### src/rtl/mem_port_arbiter.sv
// mem_port_arbiter: two-requester round-robin arbiter for one shared data-memory port.
// Holds only sequencing state; sel steers the external address/data/write-enable muxes.
`default_nettype none

module mem_port_arbiter #(
  parameter int ACC_CYCLES = 2
) (
  input  logic clk,
  input  logic reset,
  input  logic req0,
  input  logic req1,
  output logic gnt0,
  output logic gnt1,
  output logic sel,
  output logic mem_en,
  output logic ack0,
  output logic ack1,
  output logic busy
);

  localparam logic [3:0] LAST_CNT = 4'(ACC_CYCLES - 1);

  typedef enum logic [1:0] {
    IDLE = 2'd0,
    BUSY = 2'd1,
    DONE = 2'd2
  } state_t;

  state_t     state, state_nx;
  logic [3:0] cnt, cnt_nx;
  logic       sel_nx;
  logic       last, last_nx;

  always_ff @(posedge clk) begin
    if (reset) begin
      state <= IDLE;
      cnt   <= 4'd0;
      sel   <= 1'b0;
      last  <= 1'b1;
    end else begin
      state <= state_nx;
      cnt   <= cnt_nx;
      sel   <= sel_nx;
      last  <= last_nx;
    end
  end

  // sel is only re-decided on the IDLE->BUSY edge, so the owner is stable for the whole access
  always_comb begin
    state_nx = state;
    cnt_nx   = cnt;
    sel_nx   = sel;
    last_nx  = last;
    mem_en   = 1'b0;
    ack0     = 1'b0;
    ack1     = 1'b0;

    case (state)
      IDLE: begin
        if (req0 || req1) begin
          state_nx = BUSY;
          cnt_nx   = 4'd0;
          sel_nx   = (req0 && req1) ? ~last : req1;
        end
      end
      BUSY: begin
        mem_en = 1'b1;
        cnt_nx = cnt + 4'd1;
        if (cnt == LAST_CNT) begin
          state_nx = DONE;
        end
      end
      DONE: begin
        ack0     = ~sel;
        ack1     = sel;
        last_nx  = sel;
        state_nx = IDLE;
      end
      default: begin
        state_nx = IDLE;
      end
    endcase

    busy = (state != IDLE);
    gnt0 = busy & ~sel;
    gnt1 = busy & sel;
  end

endmodule

`default_nettype wire

### config.mk
export PLATFORM = sky130hd
export DESIGN_NAME = mem_port_arbiter
export DESIGN_NICKNAME = d
export VERILOG_FILES = /design/src/rtl/mem_port_arbiter.sv
export SDC_FILE = /design/constraint.sdc
export NUM_CORES = 1
export LEC_CHECK = 0
export CORE_AREA = 2 2 39 41
export CTS_CLUSTER_DIAMETER = 30
export DETAILED_ROUTE_END_ITERATION = 16
export DIE_AREA = 0 0 41 43
export PLACE_DENSITY = 0.61
export SYNTH_ARGS = -nofsm -noshare
export SYNTH_HDL_FRONTEND = slang
export SYNTH_SLANG_ARGS = --single-unit
### constraint.sdc
create_clock -name clk -period 1.2 [get_ports clk]
set_input_delay 0.18 -clock clk [delete_from_list [all_inputs] [get_ports clk]]
set_output_delay 0.18 -clock clk [all_outputs]
set_load 0.02 [all_outputs]
==> metrics.txt <==
remaining antenna violation count after routing=0; CTS Root Cell=clkbuf_4; CTS tree=yes; hold depth=4; net count after synthesis=52; final setup skew=0.00492 ns; Post-synth ARST share=0%; Post-Synthesis Cells=46; number of synthesized register bits=8; full die area=1760 um2; Relative slew margins=81.0%; Worst-Margin Slew=0.284 ns; Mean Syn Cell Area=8.32 um2; WP data arrival=1.03 ns; Setup crit end kind=output port; synth warn=0; setup violators final=1; Seq/Total Area, Yosys=41.8%; routed via count=408; power density cells=1040 nW/um2; die width=41 um; worst vdd ir=547 uV; first-pass GRT wire length=1460 um; area delta synth->final=73.9%; wire per inst=10.8 um; CTS sink cnt=8; hold slack=0.415 ns; Design Area, Final=666 um2; mapped cell area=383 um2; initial core utilization=27.7%; Longest Clk Path Bufs=2; Power Total=0.694 mW; global-route usage over all layers=12.7%; final core utilization=48.1%; failing checks=negative setup slack; EDFF count, synth=0; cell depth of the worst flop-to-flop path=3; Placed Area=601 um2; first-iteration detailed-routing DRC count=6; max-slew violation count=0; vias in the first global route=345; RSZ-0062 raised after global routing=true; gpl congestion=0.744; Max Clock Freq=0.828 GHz; num ports=11; Hold WC Path Type=primary input to flop; LEAKAGE=0.309 nW; total gr overflow=0; I/O Buffers=10; CTS H-Tree Depth=1; Detail Placement HPWL=674 um; crit path kind=flop to output port; # Max-Cap Violations=0; Yosys cell types=21; Clk Latency, worst-skew pair=0.25 ns; Clk pin slew, worst setup/hold paths=0.05 ns; Die H=43 um; Setup WS post-layout=-0.00793 ns; Final Cycle Share=101%; Final Hold Viols=0; layout cell share with drive strength beyond 1=43.1%; Inserted Clock Buffers=3; crit path max fanout=5; Routed WL=951 um; Core Footprint=1380 um2; prevailing post-synth register cell=dfxtp_1; Nets=80; FP Rows=14; DRC=0; status=finished with violations; Tmin final=1.21 ns; ANT cells=0; largest net degree at the start of global routing=9; first drt pass iteration count=4; antenna violations before repair=0; Setup crit start kind=flop; DR vias/cell=4.64; Crit path required time=1.02 ns
-- final cells by class --
class	count	area, um2
Sequential cell	8	165
Tap cell	16	20.0
Inverter	3	11.3
Clock buffer	3	22.5
Timing Repair Buffer	23	201
Fill cell	137	718
Multi-Input combinational cell	35	245
-- timing repair --
item | 4_1_cts | 5_1_grt
setup endpoints to repair | 10 | 12
gates resized for setup | 32 | 19
pin swaps | 0 | 4
buffers inserted | 0 | 0
hold buffers | 0 | 0
-- synth_stat cells, types with 2 or more instances --
library cell  instances  area, um2
inv_1                 3       11.3
dfxtp_1               8        160
nand3_1               2       10.0
nand2_1               2       7.51
nor2_1               10       37.5
o31ai_1               2       15.0
ha_1                  2       25.0
nand2b_1              2       12.5
a21oi_1               3       15.0
-- per-layer routing --
layer,vias to the layer above,wire length (um),share of wire [%],GRT usage [%]
met1,189,411,43,17.2
li1,213,-,-,-
met5,-,0,0,0
met2,4,502,53,15.3
met3,2,17,1.8,3.14
met4,0,20,2.1,12.0
-- through the flow --
stage / setup WS (ns) / TNS, ns / cells
6_report: -0.00793 / -0.00793 / 88
5_1_grt: -0.0564 / -0.208 / 88
4_1_cts: -0.0398 / -0.0398 / 88
3_5_place_dp: -0.245 / -2.16 / 85
3_3_place_gp: -0.222 / -2.05 / 85
2_1_floorplan: 0.0553 / 0 / 46
-- cell usage in the layout, fill, tap and decap left out, types with 2 or more instances in the layout --
master          instances
buf_4                  14
nor2_1                  7
dfxtp_1                 6
buf_6                   5
inv_1                   3
a21oi_1                 3
clkbuf_4                3
nor2_2                  2
nand2_1                 2
o31ai_1                 2
nand3_1                 2
ha_1                    2
dlymetal6s2s_1          2
-- path summary, 6_finish.rpt --
check / end / slack (ns) / from
worst max-delay path: busy / -0.008 / state[0]$_SDFFE_PP0P_
worst min-delay path: sel$_SDFFE_PP0P_ / 0.42 / req1
worst max register to register: cnt[3]$_SDFFE_PP0P_ / 0.02 / state[1]$_SDFFE_PP0P_
worst min register to register: last$_SDFFE_PP1N_ / 0.48 / last$_SDFFE_PP1N_
-- logic make-up (layout without fill, tap and decap cells) --
logic type,count (synthesis),in the layout,synth area share [%]
simple gates,22,22,29.7
buf+inv,3,29,2.94
compound gates,11,11,19.0
fa+ha+maj,2,2,6.53
flops,8,8,41.8
-- power breakdown --
part / switching, mW / internal (mW) / total, mW / leakage [nW]
Sequential: 0.0157 / 0.282 / 0.297 / 0.0663
Clock: 0.0866 / 0.114 / 0.201 / 0.0138
Combinational: 0.0905 / 0.105 / 0.196 / 0.229
Total: 0.193 / 0.501 / 0.694 / 0.309
-- worst max-delay path: stages, from the launching register on --
cell,delay (ns)
dfxtp_4,0.35
nor2_1,0.09
buf_4,0.15
inv_1,0.06
buf_6,0.13
-- state kept, by name (all words and copies together) (netlist names) --
signal,count
cnt,4
last,1
sel,1
state,2
Power figures use the tool's default switching activity.
